$ cat config.mk
export PLATFORM = sky130hd
export DESIGN_NAME = opb_initiator_flat
export DESIGN_NICKNAME = d
export VERILOG_FILES = /design/src/rtl/opb_initiator_if.sv /design/src/rtl/opb_initiator.sv /design/src/flat_wrapper.sv
export SDC_FILE = /design/constraint.sdc
export NUM_CORES = 1
export LEC_CHECK = 0
export ABC_AREA = 1
export BUFFER_PORTS_ARGS = -buffer_cell sky130_fd_sc_hd__buf_2
export CAP_MARGIN = 20
export CORE_MARGIN = 8
export CORE_UTILIZATION = 25
export DETAILED_ROUTE_END_ITERATION = 16
export HOLD_SLACK_MARGIN = 0.05
export SLEW_MARGIN = 30
export SYNTH_ARGS = -nofsm -noshare
export SYNTH_HDL_FRONTEND = slang
export SYNTH_SLANG_ARGS = --single-unit
$ cat constraint.sdc
create_clock -name OPB_CLK -period 4.3 [get_ports OPB_CLK]
set_input_delay 0.645 -clock OPB_CLK [delete_from_list [all_inputs] [get_ports OPB_CLK]]
set_output_delay 0.645 -clock OPB_CLK [all_outputs]
set_load 0.02 [all_outputs]
$ cat src/rtl/opb_initiator_if.sv
// Bundles the command/response handshake and the shared OPB buses seen by opb_initiator.
// The master modport is the initiator's view; the slave modport is the host/peripheral side.
interface opb_initiator_if #(
  parameter int unsigned NUM_SLAVES = 8
);
  localparam int unsigned DW = 32;

  logic                      cmd_valid;
  logic                      cmd_ready;
  logic                      cmd_wr;
  logic [DW-1:0]             cmd_addr;
  logic [DW-1:0]             cmd_wdata;
  logic                      rsp_valid;
  logic                      rsp_ready;
  logic [DW-1:0]             rsp_rdata;
  logic                      rsp_err;
  logic [DW-1:0]             opb_addr;
  logic [DW-1:0]             opb_wdata;
  logic [DW*NUM_SLAVES-1:0]  opb_rdata;
  logic [NUM_SLAVES-1:0]     slv_re;
  logic [NUM_SLAVES-1:0]     slv_we;

  modport master (
    input  cmd_valid, cmd_wr, cmd_addr, cmd_wdata, rsp_ready, opb_rdata,
    output cmd_ready, rsp_valid, rsp_rdata, rsp_err, opb_addr, opb_wdata, slv_re, slv_we
  );

  modport slave (
    output cmd_valid, cmd_wr, cmd_addr, cmd_wdata, rsp_ready, opb_rdata,
    input  cmd_ready, rsp_valid, rsp_rdata, rsp_err, opb_addr, opb_wdata, slv_re, slv_we
  );
endinterface

$ cat src/rtl/opb_initiator.sv
// Single-beat OPB initiator: decodes a slave index from the command address, pulses one
// RE/WE strobe, captures read data after RD_LAT clocks and returns a valid/ready response.
module opb_initiator #(
  parameter int unsigned NUM_SLAVES = 8,
  parameter int unsigned RD_LAT     = 1
) (
  input  logic           OPB_CLK,
  input  logic           OPB_RST,
  opb_initiator_if.master bus
);
  localparam int unsigned DW    = 32;
  localparam int unsigned IDX_W = 4;
  localparam int unsigned CNT_W = 2;

  localparam logic [1:0] ST_IDLE   = 2'd0;
  localparam logic [1:0] ST_STROBE = 2'd1;
  localparam logic [1:0] ST_WAIT   = 2'd2;
  localparam logic [1:0] ST_RESP   = 2'd3;

  logic [1:0]            state_q,     state_d;
  logic [IDX_W-1:0]      idx_q,       idx_d;
  logic                  wr_q,        wr_d;
  logic [CNT_W-1:0]      cnt_q,       cnt_d;
  logic                  cmd_ready_q, cmd_ready_d;
  logic                  rsp_valid_q, rsp_valid_d;
  logic [DW-1:0]         rsp_rdata_q, rsp_rdata_d;
  logic                  rsp_err_q,   rsp_err_d;
  logic [DW-1:0]         opb_addr_q,  opb_addr_d;
  logic [DW-1:0]         opb_wdata_q, opb_wdata_d;
  logic [NUM_SLAVES-1:0] re_q,        re_d;
  logic [NUM_SLAVES-1:0] we_q,        we_d;

  logic [IDX_W-1:0]      cmd_idx_c;
  logic [DW-1:0]         rd_word_c;

  assign cmd_idx_c = bus.cmd_addr[11:8];

  // Read-data mux by latched index; unselected slaves cannot corrupt the word.
  always_comb begin
    rd_word_c = '0;
    for (int unsigned i = 0; i < NUM_SLAVES; i++) begin
      if (idx_q == IDX_W'(i)) rd_word_c = bus.opb_rdata[DW*i +: DW];
    end
  end

  // Next-state and next-output logic; strobes default low so they last one cycle.
  always_comb begin
    state_d     = state_q;
    idx_d       = idx_q;
    wr_d        = wr_q;
    cnt_d       = cnt_q;
    rsp_valid_d = rsp_valid_q;
    rsp_rdata_d = rsp_rdata_q;
    rsp_err_d   = rsp_err_q;
    opb_addr_d  = opb_addr_q;
    opb_wdata_d = opb_wdata_q;
    re_d        = '0;
    we_d        = '0;

    case (state_q)
      ST_IDLE: begin
        if (bus.cmd_valid && cmd_ready_q) begin
          opb_addr_d  = bus.cmd_addr;
          opb_wdata_d = bus.cmd_wdata;
          wr_d        = bus.cmd_wr;
          idx_d       = cmd_idx_c;
          if (32'(cmd_idx_c) < NUM_SLAVES) begin
            state_d = ST_STROBE;
            for (int unsigned i = 0; i < NUM_SLAVES; i++) begin
              we_d[i] = bus.cmd_wr  && (cmd_idx_c == IDX_W'(i));
              re_d[i] = !bus.cmd_wr && (cmd_idx_c == IDX_W'(i));
            end
          end else begin
            state_d     = ST_RESP;
            rsp_valid_d = 1'b1;
            rsp_err_d   = 1'b1;
            rsp_rdata_d = '0;
          end
        end
      end
      ST_STROBE: begin
        if (wr_q) begin
          state_d     = ST_RESP;
          rsp_valid_d = 1'b1;
          rsp_err_d   = 1'b0;
          rsp_rdata_d = '0;
        end else begin
          state_d = ST_WAIT;
          cnt_d   = CNT_W'(RD_LAT - 1);
        end
      end
      ST_WAIT: begin
        if (cnt_q == '0) begin
          state_d     = ST_RESP;
          rsp_valid_d = 1'b1;
          rsp_err_d   = 1'b0;
          rsp_rdata_d = rd_word_c;
        end else begin
          cnt_d = cnt_q - CNT_W'(1);
        end
      end
      ST_RESP: begin
        if (bus.rsp_ready) begin
          state_d     = ST_IDLE;
          rsp_valid_d = 1'b0;
        end
      end
      default: state_d = ST_IDLE;
    endcase

    // Ready is registered, so it rises the cycle after the response is consumed.
    cmd_ready_d = (state_d == ST_IDLE);
  end

  always_ff @(posedge OPB_CLK or posedge OPB_RST) begin
    if (OPB_RST) begin
      state_q     <= ST_IDLE;
      idx_q       <= '0;
      wr_q        <= 1'b0;
      cnt_q       <= '0;
      cmd_ready_q <= 1'b0;
      rsp_valid_q <= 1'b0;
      rsp_rdata_q <= '0;
      rsp_err_q   <= 1'b0;
      opb_addr_q  <= '0;
      opb_wdata_q <= '0;
      re_q        <= '0;
      we_q        <= '0;
    end else begin
      state_q     <= state_d;
      idx_q       <= idx_d;
      wr_q        <= wr_d;
      cnt_q       <= cnt_d;
      cmd_ready_q <= cmd_ready_d;
      rsp_valid_q <= rsp_valid_d;
      rsp_rdata_q <= rsp_rdata_d;
      rsp_err_q   <= rsp_err_d;
      opb_addr_q  <= opb_addr_d;
      opb_wdata_q <= opb_wdata_d;
      re_q        <= re_d;
      we_q        <= we_d;
    end
  end

  assign bus.cmd_ready = cmd_ready_q;
  assign bus.rsp_valid = rsp_valid_q;
  assign bus.rsp_rdata = rsp_rdata_q;
  assign bus.rsp_err   = rsp_err_q;
  assign bus.opb_addr  = opb_addr_q;
  assign bus.opb_wdata = opb_wdata_q;
  assign bus.slv_re    = re_q;
  assign bus.slv_we    = we_q;

endmodule

$ cat src/flat_wrapper.sv
// flat-port wrapper written by rule: the top's interface ports become plain ports
module opb_initiator_flat 
#(
  parameter int unsigned NUM_SLAVES = 8,
  parameter int unsigned RD_LAT     = 1
)
  (OPB_CLK, OPB_RST, bus_cmd_valid, bus_cmd_wr, bus_cmd_addr, bus_cmd_wdata, bus_rsp_ready, bus_opb_rdata, bus_cmd_ready, bus_rsp_valid, bus_rsp_rdata, bus_rsp_err, bus_opb_addr, bus_opb_wdata, bus_slv_re, bus_slv_we);
  opb_initiator_if #(.NUM_SLAVES(NUM_SLAVES)) bus_i ();
  input  logic OPB_CLK;
  input  logic OPB_RST;
  input wire logic [$bits(bus_i.cmd_valid)-1:0] bus_cmd_valid;
  input wire logic [$bits(bus_i.cmd_wr)-1:0] bus_cmd_wr;
  input wire logic [$bits(bus_i.cmd_addr)-1:0] bus_cmd_addr;
  input wire logic [$bits(bus_i.cmd_wdata)-1:0] bus_cmd_wdata;
  input wire logic [$bits(bus_i.rsp_ready)-1:0] bus_rsp_ready;
  input wire logic [$bits(bus_i.opb_rdata)-1:0] bus_opb_rdata;
  output wire logic [$bits(bus_i.cmd_ready)-1:0] bus_cmd_ready;
  output wire logic [$bits(bus_i.rsp_valid)-1:0] bus_rsp_valid;
  output wire logic [$bits(bus_i.rsp_rdata)-1:0] bus_rsp_rdata;
  output wire logic [$bits(bus_i.rsp_err)-1:0] bus_rsp_err;
  output wire logic [$bits(bus_i.opb_addr)-1:0] bus_opb_addr;
  output wire logic [$bits(bus_i.opb_wdata)-1:0] bus_opb_wdata;
  output wire logic [$bits(bus_i.slv_re)-1:0] bus_slv_re;
  output wire logic [$bits(bus_i.slv_we)-1:0] bus_slv_we;
  assign bus_i.cmd_valid = bus_cmd_valid;
  assign bus_i.cmd_wr = bus_cmd_wr;
  assign bus_i.cmd_addr = bus_cmd_addr;
  assign bus_i.cmd_wdata = bus_cmd_wdata;
  assign bus_i.rsp_ready = bus_rsp_ready;
  assign bus_i.opb_rdata = bus_opb_rdata;
  assign bus_cmd_ready = bus_i.cmd_ready;
  assign bus_rsp_valid = bus_i.rsp_valid;
  assign bus_rsp_rdata = bus_i.rsp_rdata;
  assign bus_rsp_err = bus_i.rsp_err;
  assign bus_opb_addr = bus_i.opb_addr;
  assign bus_opb_wdata = bus_i.opb_wdata;
  assign bus_slv_re = bus_i.slv_re;
  assign bus_slv_we = bus_i.slv_we;
  opb_initiator #(.NUM_SLAVES(NUM_SLAVES), .RD_LAT(RD_LAT)) u_core (.OPB_CLK(OPB_CLK), .OPB_RST(OPB_RST), .bus(bus_i));
endmodule
**Word-level counts from Yosys, hierarchy flattened**

Cells that the tools add are included.
Widths: inputs -> output; s select.

- Reductions and logical operators: 29
- Magnitude comparators: 1
- Eq/ne operators: 24
- Muxes and demuxes: 37
- Add/sub/neg operators: 1

Operator list:

| operator | count |
|---|---|
| $mux 32 | 12 |
| $pmux 32 s3 | 1 |
| $mux 8 | 6 |
| $eq 4x3->1 const B | 8 |
| $logic_and 1x1->1 | 17 |
| $eq 4x2->1 const B | 4 |
| $mux 2 | 6 |
| $reduce_and 5->1 | 2 |
| $eq 4x1->1 const B | 2 |
| $logic_not 4->1 | 2 |
| $mux 1 | 8 |
| $ne 2x2->1 const B | 4 |
| $pmux 2 s4 | 1 |
| $logic_not 2->1 | 3 |
| $ne 2x1->1 const B | 3 |
| $eq 2x2->1 const B | 2 |
| $lt 4x4->1 const B | 1 |
| $pmux 1 s4 | 1 |
| $pmux 2 s2 | 1 |
| $pmux 1 s3 | 1 |
| $reduce_and 3->1 | 1 |
| $reduce_bool 3->1 | 1 |
| $eq 2x1->1 const B | 1 |
| $reduce_and 2->1 | 1 |
| 3 further kinds | 3 |

- Word-level logic and storage cells: 104
- Flip-flop bits (word level): 124
- Input bits: 325
- Output and inout port bits: 115

**Depth between registers and ports, before layout**

Gate-level depths: netlist (run 1).

- Depth after elaboration: 11
- Gate-level depth with buffers: 12
- Mapped depth without buffers: 10

**Least setup slack after synthesis (run 1)**

Ideal clock, no wire load.

- Kind: in2reg
- Start: input bus_cmd_valid
- End: register u_core.rsp_rdata_q[10] (netlist: u_core.bus.rsp_rdata[10])
- Required time: 4184 ps
- Setup slack: 2581 ps
- Library setup time: 116 ps
- Arrival: 1602 ps
- Stages on the path: 9
- Cells stage by stage: nand2_1 -> nand2_1 -> o21a_1 -> nand3_1 -> nor2_1 -> clkinv_1 -> clkbuf_1 -> nand2_1 -> nand2_1

- Longest elaborated chain between the ends: 3

RTL lines:

| item | RTL line | text |
|---|---|---|
| start: declaration | flat_wrapper.sv:11 | `input wire logic [$bits(bus_i.cmd_valid)-1:0] bus_cmd_valid;` |
| $logic_and 1x1->1 | opb_initiator.sv:62 | `if (bus.cmd_valid && cmd_ready_q) begin` |
| $ne 2x1->1 (no source line) | - |  |
| $reduce_and 5->1 (no source line) | - |  |
| end signal: assignment | opb_initiator.sv:136 | `rsp_rdata_q <= rsp_rdata_d;` |
| end: declaration | opb_initiator.sv:26 | `logic [DW-1:0] rsp_rdata_q, rsp_rdata_d;` |

Every way passes these cells.
A chain may end at the register's enable or synchronous reset.

**Final worst setup path (run 1)**

- Start: register u_core.idx_q[1]
- End: register u_core.rsp_rdata_q[4] (netlist: u_core.bus.rsp_rdata[4])

- Longest elaborated chain between the ends: 11

RTL lines:

| item | RTL line | text |
|---|---|---|
| start: declaration | opb_initiator.sv:21 | `logic [IDX_W-1:0] idx_q, idx_d;` |
| start signal: assignment | opb_initiator.sv:131 | `idx_q <= idx_d;` |
| $logic_not 4->1 | opb_initiator.sv:42 | `if (idx_q == IDX_W'(i)) rd_word_c = bus.opb_rdata[DW*i +: DW];` |
| $mux 32 (7 in a row) | opb_initiator.sv:42 |  |
| $mux 32 * | opb_initiator.sv:42 |  |
| $mux 32 * | opb_initiator.sv:93 | `if (cnt_q == '0) begin` |
| $pmux 32 s3 * | opb_initiator.sv:60 | `case (state_q)` |

Mark *: on every way between the ends. The rest lies on a longest branch, timed or not. The select of a mux whose other input is x is not followed.

==> metrics.txt, run 1 <==
HP Class=input pin to asynchronous set/reset pin; worst path cell trace=nand2_1, nor2_4, inv_2, nor2_1, nor2_1, nand2_1, nand2_1; Worst Path Required=4.60 ns; predominant post-synthesis flop cell=dfrtp_1; fin util=37.2%; CP Capture Type=flip-flop; CP Class=flip-flop to flip-flop; Worst-path clk slew=0.07 ns; final non-filler cell total=1717; Worst-Margin Slew=0.915 ns; Peak supply drop=299 uV; crit path launch=u_core.idx_q[1]; largest net degree at the start of global routing=97; TritonRoute pass-1 iters=7; CTS Buffer Depth=2; CP max-delay cell=nor2_4; # H-tree levels=4; Slew Limit Fails=0; Mean Syn Cell Area=6.94 um2; setup_tns=0 ns; Clock Skew=0.0111 ns; Yosys cell types=25; DP Cell Count=1679; reg-to-reg slack, setup=2.00 ns; worst reg2reg endpoint=u_core.bus.rsp_rdata[4]; DP HPWL=24300 um; CP max stage delay=0.63 ns; Final Hold Viols=0; Root Buffer Master=clkbuf_16; clk sinks=120; PD cells=608 nW/um2; fmax=0.435 GHz; TritonCTS clock tree=done; reg2reg start=u_core.idx_q[1]; IO buf count=439; final setup fails=0; sequential area share after synthesis=45.6%; Via density=4.65; Initial Util=25.4%; top post-synthesis cells by area=dfrtp_1 (46%), nand2_1 (22%), nand3_1 (10%); Yosys warning total=0; cell area after synthesis=6590 um2; crit share post-route=53.5%; die width=178 um; unrepaired setup endpoints after global routing=no; Crit Path Max Fanout=37; WP buf/inv=1; Hold Buf Count CTS=0; leakage dissipation=5.59 nW; Tmin final=2.30 ns; most frequent cell on the critical path=nand2_1; die area=31800 um2; first-pass GRT wire length=46100 um; Resized Gates After CTS=0; Area growth syn-to-layout=46.6%; fillers=2806; CP arrival=2.60 ns; #FFs+latches synth=120; initial antenna violation count=11; top cell type's share of synthesized area=45.6%; Post-CTS Setup Bufs=0; Core Box Area=26000 um2; share of layout cells above drive strength 1=36.5%; num rows=59; Async S/R FF share, synth=100%; syn_nets=1279; WL final=31200 um; status=completed; DRT antenna net count=0; MaxCap Viol Count=0; routed via count=7985; total track usage=18.8%; Synth Instances=949; per-cell routed wire length=18.2 um; number of global-route vias before repair=8169; DR DRC count=0; EDFF count, synth=0; grt ovf=0; NumNets Final=1693; Die Ht=178 um; Boundary Pins=440; TritonCTS Buffers=17; worst skew pair latency=0.41 ns; Rel. slew slack=39.0%; Top delay family on crit path=simple AND/OR/NAND/NOR gates; R2R cell count=7; crit path launch type=flip-flop; Synth area leader=dfrtp_1; gpl congestion=0.948; Initial DRC Count=562
-- metal layers --
layer / global-route usage [%] / vias to the layer above / share of wire (%)
li1: - / 3895 / -
met4: 7.06 / 8 / 2.8
met2: 31.3 / 393 / 48
met3: 6.41 / 52 / 11
met5: 0 / - / 0.16
met1: 21.9 / 3637 / 38
-- stage by stage --
step                      total power, mW  instance area [um2]  setup slack (ns)  hold slack (ns)
final                                5.87                 9660              2.00            0.324
after global routing                 6.32                 9650              1.73            0.403
after CTS                            5.97                 9640              1.99            0.398
after detailed placement             4.52                 9070              2.00            0.453
after global placement               4.50                 9070              2.02            0.449
after floorplan                      3.43                 6590             0.469            0.453
-- kinds of logic (layout without fill, tap and decap cells) --
| family | count (synthesis) | after routing | synth area share (%) |
|---|---|---|---|
| AOI/OAI and AO/OA | 65 | 65 | 5.03 |
| adders and majority gates | 5 | 5 | 0.950 |
| buffers and inverters | 89 | 516 | 5.57 |
| DFF | 120 | 120 | 45.6 |
| other | 0 | 6 | 0 |
| and+or+nand+nor | 670 | 670 | 42.9 |
-- worst register-to-register path, cell delays in order (launching register included) --
cell,delay (ns)
dfrtp_1,0.46
nand2_1,0.18
nor2_4,0.63
inv_2,0.50
nor2_1,0.25
nor2_1,0.07
nand2_1,0.07
nand2_1,0.04
-- final cells by class --
cell class,count,area (um2),share of cell area (%)
multi-input cells,740,3240,33.6
clock buffers,18,439,4.55
diodes,6,15.0,0.155
repair buffers,449,2270,23.5
well taps,335,419,4.34
inverters,35,139,1.44
clock inverters,14,128,1.32
flip-flops and latches,120,3000,31.1
-- registers in the layout, indices dropped and copies added (netlist names) --
| signal | cells |
|---|---|
| u_core.bus.opb_wdata | 32 |
| u_core.bus.rsp_rdata | 32 |
| u_core.bus.opb_addr | 29 |
| u_core.bus.slv_re | 8 |
| u_core.bus.slv_we | 8 |
| u_core.idx_q | 3 |
| u_core.cnt_q | 2 |
| u_core.state_q | 2 |
| u_core.bus.cmd_ready | 1 |
| u_core.bus.rsp_err | 1 |
| u_core.bus.rsp_valid | 1 |
| u_core.wr_q | 1 |
-- cell usage after synthesis (all sizes together) (5+ instances only) --
cell type / number
nand2: 387
nand3: 133
dfrtp: 120
nor2: 105
a21oi: 54
inv: 34
nand4: 31
clkbuf: 30
buf: 24
or2: 10
o21ai: 9
ha: 5
-- how the worst max path moves through the flow --
stage	end	slack, ns	depth (start not counted)
after floorplan	u_core.bus.cmd_ready	0.47	1
final	u_core.bus.rsp_rdata[4]	2.00	7
after detailed placement	u_core.bus.rsp_rdata[4]	2.00	7
after CTS	u_core.bus.rsp_rdata[12]	1.99	7
after global placement	u_core.bus.rsp_rdata[27]	2.02	7
after global routing	u_core.bus.rsp_rdata[26]	1.73	7
-- power breakdown --
group / leakage (nW) / switching (mW) / internal (mW) / total, mW
sequential: 1.58 / 0.255 / 1.52 / 1.77
clock: 0.274 / 0.626 / 0.778 / 1.40
combinational: 3.74 / 1.87 / 0.828 / 2.69
total: 5.59 / 2.75 / 3.12 / 5.87
-- placed cells by master (no fill, tap or decap), types with 6 or more instances in the layout --
| cell type | n |
|---|---|
| nand4_1 | 31 |
| inv_2 | 9 |
| dfrtp_1 | 120 |
| a21oi_1 | 54 |
| nand2_1 | 386 |
| buf_4 | 10 |
| buf_2 | 439 |
| diode_2 | 6 |
| inv_1 | 24 |
| or2_0 | 7 |
| o21ai_0 | 9 |
| clkbuf_16 | 17 |
| nand3_1 | 133 |
| nor2_1 | 98 |
(Power assumes the default switching activity.)
==> run 2, diff against run 1 <==
--- a/config.mk
+++ b/config.mk
@@ -5,7 +5,7 @@
 export SDC_FILE = /design/constraint.sdc
 export NUM_CORES = 1
 export LEC_CHECK = 0
-export ABC_AREA = 1
+export ABC_AREA = 0
 export BUFFER_PORTS_ARGS = -buffer_cell sky130_fd_sc_hd__buf_2
 export CAP_MARGIN = 20
 export CORE_MARGIN = 8
==> constraint.sdc (replaced) <==
create_clock -name OPB_CLK -period 2.15 [get_ports OPB_CLK]
set_input_delay 0.3225 -clock OPB_CLK [delete_from_list [all_inputs] [get_ports OPB_CLK]]
set_output_delay 0.3225 -clock OPB_CLK [all_outputs]
set_load 0.02 [all_outputs]
==> metrics.txt, run 2 <==
status=completed (unchanged); Slew Limit Fails=0 (unchanged); Synth area leader=dfrtp_1 (unchanged); CP Capture Type=output pin (was flip-flop); Yosys cell types=46 (was 25); CP Class=flip-flop to output pin (was flip-flop to flip-flop); most frequent cell after synthesis=dfrtp_1 (was nand2_1); num rows=59 (unchanged); Synth Instances=524 (was 949); Peak supply drop=748 uV (was 299 uV); CP arrival=1.51 ns (was 2.60 ns); Rel. slew slack=53.1% (was 39.0%); per-cell routed wire length=21.6 um (was 18.2 um); met2 wire len=14200 um (was 15000 um); worst reg2reg endpoint=u_core.bus.rsp_rdata[20] (was u_core.bus.rsp_rdata[4]); most frequent cells in the layout=buf_2 (439), dfrtp_1 (118), mux2_2 (68) (was buf_2 (439), nand2_1 (386), nand3_1 (133)); fmax=0.546 GHz; routed via count=6232 (was 7985); R2R cell count=7 (unchanged); clk sinks=120 (unchanged); CP max stage delay=0.60 ns (was 0.63 ns); predominant post-synthesis flop cell=dfrtp_1 (unchanged); number of global-route vias before repair=6791 (was 8169); total track usage=16.8% (was 18.8%); die width=179 um (was 178 um); Mean Syn Cell Area=12.7 um2 (was 6.94 um2); TritonCTS Buffers=17 (unchanged); Crit Path Max Fanout=36 (was 37); WL final=28400 um (was 31200 um); Async S/R FF share, synth=100% (unchanged); Post-CTS Setup Bufs=0 (unchanged); setup_tns=0 ns (unchanged); PD cells=1390 nW/um2 (was 608 nW/um2); synth cell count leaders=dfrtp_1 (120), mux2_2 (68), nand2_1 (44) (was nand2_1 (386), nand3_1 (133), dfrtp_1 (120)); final setup fails=0 (unchanged); Setup WS pre-CTS=0.318 ns (was 2.00 ns); Clock power frac=22.3% (was 23.9%); EDFF count, synth=0 (unchanged); Resized Gates After CTS=0 (unchanged); unrepaired setup endpoints after global routing=no (unchanged); Yosys warning total=0 (unchanged); worst skew pair latency=0.41 ns (about the same); crit share post-route=85.2%; Initial Util=25.5% (was 25.4%); Final Hold Viols=0 (unchanged); gpl congestion=0.941 (was 0.948); first-pass GRT wire length=40400 um (was 46100 um); # H-tree levels=4 (unchanged); WP buf/inv=2 (was 1); syn_nets=854 (was 1279); IO buf count=439 (unchanged); DP HPWL=23300 um (was 24300 um); TritonRoute pass-1 iters=4 (was 7); Pint=8.12 mW (was 3.12 mW); initial antenna violation count=1 (was 11); Initial DRC Count=328 (was 562); sw frac=41.4% (was 46.8%); DRT met1 WL=11400 um (was 11900 um); crit path launch type=flip-flop (unchanged); DR DRC count=0 (unchanged); PnR worst setup slack=0.318 ns (was 2.00 ns); share of layout cells above drive strength 1=63.1% (was 36.5%); most common cell after layout, fill and taps aside=buf_2 (unchanged); Area growth syn-to-layout=50.4% (was 46.6%); die area=32000 um2 (was 31800 um2); top cell type's share of synthesized area=45.3% (was 45.6%); crit path launch=u_core.idx_q[1] (unchanged); Via density=4.74 (was 4.65); Die Ht=179 um (was 178 um); net load switching power=5.73 mW (was 2.75 mW); grt ovf=0 (unchanged); largest net degree at the start of global routing=54 (was 97); CP max-delay cell=dfrtp_2 (was nor2_4); leakage dissipation=5.10 nW (was 5.59 nW); MaxCap Viol Count=0 (unchanged); Clock Skew=0.0128 ns (was 0.0111 ns); Root Buffer Master=clkbuf_16 (unchanged); DR top layer=met4 (was met5); worst setup path end=bus_opb_addr[9] (was u_core.bus.rsp_rdata[4]); Stages on worst setup path=2 (was 7); Worst-path clk slew=0.07 ns (about the same); met3 WL=2500 um (was 3400 um); cell area after synthesis=6630 um2 (was 6590 um2); HP Class=input pin to flip-flop (was input pin to asynchronous set/reset pin); Hold Buf Count CTS=1 (was 0); reg2reg start=u_core.state_q[1] (was u_core.idx_q[1]); combinational share of power=51.0% (was 45.9%); worst path cell trace=buf_12, buf_2 (was nand2_1, nor2_4, inv_2, nor2_1, nor2_1, nand2_1, nand2_1); Top delay family on crit path=flip-flops (was simple AND/OR/NAND/NOR gates); TritonCTS clock tree=done (unchanged); top post-synthesis cells by area=dfrtp_1 (45%), mux4_2 (14%), mux2_2 (12%) (was dfrtp_1 (46%), nand2_1 (22%), nand3_1 (10%)); Boundary Pins=440 (unchanged); Tmin final=1.83 ns; DRT antenna net count=0 (unchanged); CTS Buffer Depth=2 (unchanged); reg-to-reg slack, setup=0.33 ns (was 2.00 ns); Worst-Margin Slew=0.702 ns (was 0.915 ns); Seq pwr share=26.7% (was 30.2%); NumNets Final=1294 (was 1693); sequential area share after synthesis=45.3% (was 45.6%); #FFs+latches synth=120 (unchanged); Core Box Area=26100 um2 (was 26000 um2); Worst Path Required=1.83 ns (was 4.60 ns)
-- run 2: changes by cell type in the layout (fill, tap and decap cells not counted), sizes merged, moves of 27 or more --
cell,change
a21oi,-47
nand4,-31
mux2i,+27
nand3,-128
mux4,+45
mux2,+68
nand2,-343
nor2,-81
-- run 2: worst min-delay path by stage --
stage,start,endpoint,slack (ns),cells after the start
2_1_floorplan,bus_cmd_addr[9],u_core.bus.slv_re[0],0.39,1
3_3_place_gp,u_core.bus.rsp_rdata[2],u_core.bus.rsp_rdata[2],0.46,2
3_5_place_dp,u_core.bus.rsp_rdata[2],u_core.bus.rsp_rdata[2],0.47,2
4_1_cts,bus_cmd_wdata[2],u_core.bus.opb_wdata[2],0.11,2
5_1_grt,bus_cmd_wdata[25],u_core.bus.opb_wdata[25],0.11,2
6_report,bus_cmd_addr[1],u_core.bus.opb_addr[1],0.13,2
-- run 2: logic make-up after synthesis --
group | share of synthesized area [%]
fa+ha+maj | 0.943
buf+inv | 4.36
simple gates | 7.41
compound gates | 10.9
flops | 45.3
mux | 31.1
-- run 2: worst register-to-register path, delay by kind of cell (launching register included) --
kind	cells	cell delay, ns
AOI/OAI and AO/OA	3	0.50
adders and majority gates	1	0.28
buffers and inverters	3	0.49
DFF	1	0.41
-- run 2: layer usage --
| layer | global-route usage (%) | vias to the layer above |
|---|---|---|
| met5 | 0 | - |
| met4 | 4.03 | 0 |
| met3 | 4.78 | 18 |
| met2 | 27.9 | 328 |
| met1 | 21.2 | 3000 |
| li1 | - | 2886 |
-- run 2: layout make-up --
| class | count | area (um2) |
|---|---|---|
| clock buffers | 17 | 425 |
| well taps | 335 | 419 |
| repair buffers | 459 | 2490 |
| diodes | 2 | 5.00 |
| inverters | 15 | 60.1 |
| multi-input cells | 351 | 3360 |
| flip-flops and latches | 120 | 3010 |
| fillers | 2618 | 16100 |
| clock inverters | 15 | 204 |
-- run 2: power groups by stage --
| stage | clock network (mW) | registers (mW) | logic [mW] |
|---|---|---|---|
| global route | 3.30 | 3.82 | 7.59 |
| CTS | 3.20 | 3.71 | 7.17 |
| finish | 3.09 | 3.70 | 7.06 |
| detailed placement | 0 | 3.74 | 7.15 |
| floorplan | 0 | 4.65 | 3.77 |
| global placement | 0 | 3.72 | 7.09 |
-- run 2: metrics by stage --
| step | hold slack, ns | power [mW] | instances | instance area [um2] | util (%) |
|---|---|---|---|---|---|
| floorplan | 0.393 | 8.42 | 524 | 6640 | - |
| global placement | 0.457 | 10.8 | 1279 | 9330 | 35.8 |
| detailed placement | 0.466 | 10.9 | 1279 | 9330 | 35.8 |
| CTS | 0.112 | 14.1 | 1312 | 9970 | 38.3 |
| global route | 0.112 | 14.7 | 1313 | 9970 | 38.3 |
| finish | 0.135 | 13.8 | 1314 | 9970 | 38.3 |
==> run 3, diff against run 2 <==
--- a/config.mk
+++ b/config.mk
@@ -8,9 +8,9 @@
 export ABC_AREA = 0
 export BUFFER_PORTS_ARGS = -buffer_cell sky130_fd_sc_hd__buf_2
 export CAP_MARGIN = 20
-export CORE_MARGIN = 8
-export CORE_UTILIZATION = 25
+export CORE_AREA = 8 8 163 165
 export DETAILED_ROUTE_END_ITERATION = 16
+export DIE_AREA = 0 0 171 173
 export HOLD_SLACK_MARGIN = 0.05
 export SLEW_MARGIN = 30
 export SYNTH_ARGS = -nofsm -noshare
==> metrics.txt, run 3 (same netlist as run 2, synthesis figures left out) <==
status=completed (unchanged); TritonCTS Buffers=17 (unchanged); reg-to-reg slack, setup=0.22 ns (was 0.33 ns); final setup fails=0 (unchanged); largest net degree at the start of global routing=44 (was 54); area of placed instances=9320 um2 (was 9330 um2); Final Cell Area=9920 um2 (was 9970 um2); worst skew pair latency=0.41 ns (about the same); initial antenna violation count=4 (was 1); DRT met1 WL=10900 um (was 11400 um); NumNets Final=1295 (was 1294); num rows=57 (was 59); Boundary Pins=440 (unchanged); die width=171 um (was 179 um); routed via count=6254 (was 6232); Root Buffer Master=clkbuf_16 (unchanged); R2R cell count=7 (unchanged); Core Box Area=24000 um2 (was 26100 um2); first-pass GRT wire length=40500 um (was 40400 um); Worst-Margin Slew=0.797 ns (was 0.702 ns); HP Class=input pin to asynchronous set/reset pin (was input pin to flip-flop); most common cell after layout, fill and taps aside=buf_2 (unchanged); crit share post-route=89.7% (was 85.2%); CP Class=flip-flop to flip-flop (was flip-flop to output pin); TritonRoute pass-1 iters=4 (unchanged); Worst Path Required=2.43 ns (was 1.83 ns); leakage dissipation=5.08 nW (was 5.10 nW); Clock Skew=0.0157 ns (was 0.0128 ns); PD cells=1380 nW/um2 (was 1390 nW/um2); Final Hold Viols=0 (unchanged); MaxCap Viol Count=0 (unchanged); Tmin final=1.93 ns (was 1.83 ns); per-cell routed wire length=20.6 um (was 21.6 um); crit path launch type=flip-flop (unchanged); Peak supply drop=489 uV (was 748 uV); grt ovf=0 (unchanged); WL final=26900 um (was 28400 um); reg2reg start=u_core.state_q[0] (was u_core.state_q[1]); CP arrival=2.21 ns (was 1.51 ns); clk sinks=120 (unchanged); most frequent cells in the layout=buf_2 (439), dfrtp_1 (118), mux2_2 (68) (unchanged); met2 wire len=13300 um (was 14200 um); Slew Limit Fails=0 (unchanged); final non-filler cell total=1304 (was 1314); hold slack=0.0497 ns (was 0.135 ns); Crit Path Max Fanout=30 (was 36); unrepaired setup endpoints after global routing=no (unchanged); Hold Buf Count CTS=0 (was 1); TritonCTS clock tree=done (unchanged); Resized Gates After CTS=0 (unchanged); worst reg2reg endpoint=u_core.bus.rsp_rdata[9] (was u_core.bus.rsp_rdata[20]); # H-tree levels=4 (unchanged); Area growth syn-to-layout=49.6% (was 50.4%); total track usage=17.7% (was 16.8%); IO buf count=439 (unchanged); Die Ht=173 um (was 179 um); CTS Buffer Depth=2 (unchanged); fin util=41.4% (was 38.3%); gpl congestion=0.860 (was 0.941); Initial DRC Count=407 (was 328); fmax=0.518 GHz (was 0.546 GHz); Worst-path clk slew=0.06 ns (was 0.07 ns); DP Cell Count=1270 (was 1279); Via density=4.80 (was 4.74); setup_tns=0 ns (unchanged); CP Capture Type=flip-flop (was output pin); DP HPWL=22200 um (was 23300 um); Rel. slew slack=46.8% (was 53.1%); DR top layer=met5 (was met4); die area=29600 um2 (was 32000 um2); met3 WL=2360 um (was 2500 um); Initial Util=27.7% (was 25.5%); number of global-route vias before repair=6929 (was 6791); DRT antenna net count=0 (unchanged); DR DRC count=0 (unchanged); share of layout cells above drive strength 1=63.1% (unchanged); Post-CTS Setup Bufs=0 (unchanged)
-- run 3: changes by cell type in the layout (fill, tap and decap cells not counted) --
cell / change
nor2b_2: +1
inv_6: -3
nor2b_1: -1
clkbuf_8: +1
diode_2: +1
dlygate4sd3_1: -1
buf_4: +3
inv_8: -4
clkinv_2: +3
clkbuf_1: +2
buf_12: -1
-- run 3: worst max-delay path: stages (launching register included) --
cell      delay (ns)
dfrtp_1         0.40
inv_1           0.13
ha_1            0.28
inv_1           0.14
o211ai_1        0.38
buf_12          0.23
a21o_1          0.14
o211ai_1        0.09
-- run 3: metal layers --
metal	vias to the layer above	GRT usage, %
met1	3040	21.6
met2	309	29.7
met3	24	5.35
met4	2	4.93
met5	-	0
li1	2879	-
-- run 3: layout make-up --
cell class              instances  area [um2]
well taps                     324         405
repair buffers                460        2480
flip-flops and latches        120        3010
inverters                      15        60.1
multi-input cells             351        3370
diodes                          3        7.51
clock inverters                11         148
clock buffers                  20         447
fillers                      2356       14000
-- run 3: worst max-delay path by stage --
| stage | startpoint | end | slack, ns | cells after the start |
|---|---|---|---|---|
| detailed placement | u_core.state_q[1] | u_core.bus.rsp_rdata[26] | 0.19 | 7 |
| global route | u_core.state_q[0] | u_core.bus.rsp_rdata[16] | 0.004 | 7 |
| CTS | u_core.state_q[0] | u_core.bus.rsp_rdata[11] | 0.16 | 7 |
| floorplan | OPB_RST | u_core.bus.cmd_ready | 0.36 | 1 |
| finish | u_core.state_q[0] | u_core.bus.rsp_rdata[9] | 0.22 | 7 |
| global placement | u_core.state_q[1] | u_core.bus.rsp_rdata[4] | 0.24 | 7 |
-- run 3: where the power goes --
group	switching, mW	total [mW]	internal, mW
registers	0.551	3.69	3.14
logic	3.93	7.07	3.13
clock network	1.05	2.90	1.85
-- run 3: metrics by stage --
stage	worst slack [ns]	total power [mW]
after floorplan	0.358	8.42
after global placement	0.243	10.8
after detailed placement	0.188	10.9
after CTS	0.160	13.9
after global routing	0.00430	14.6
final	0.221	13.7
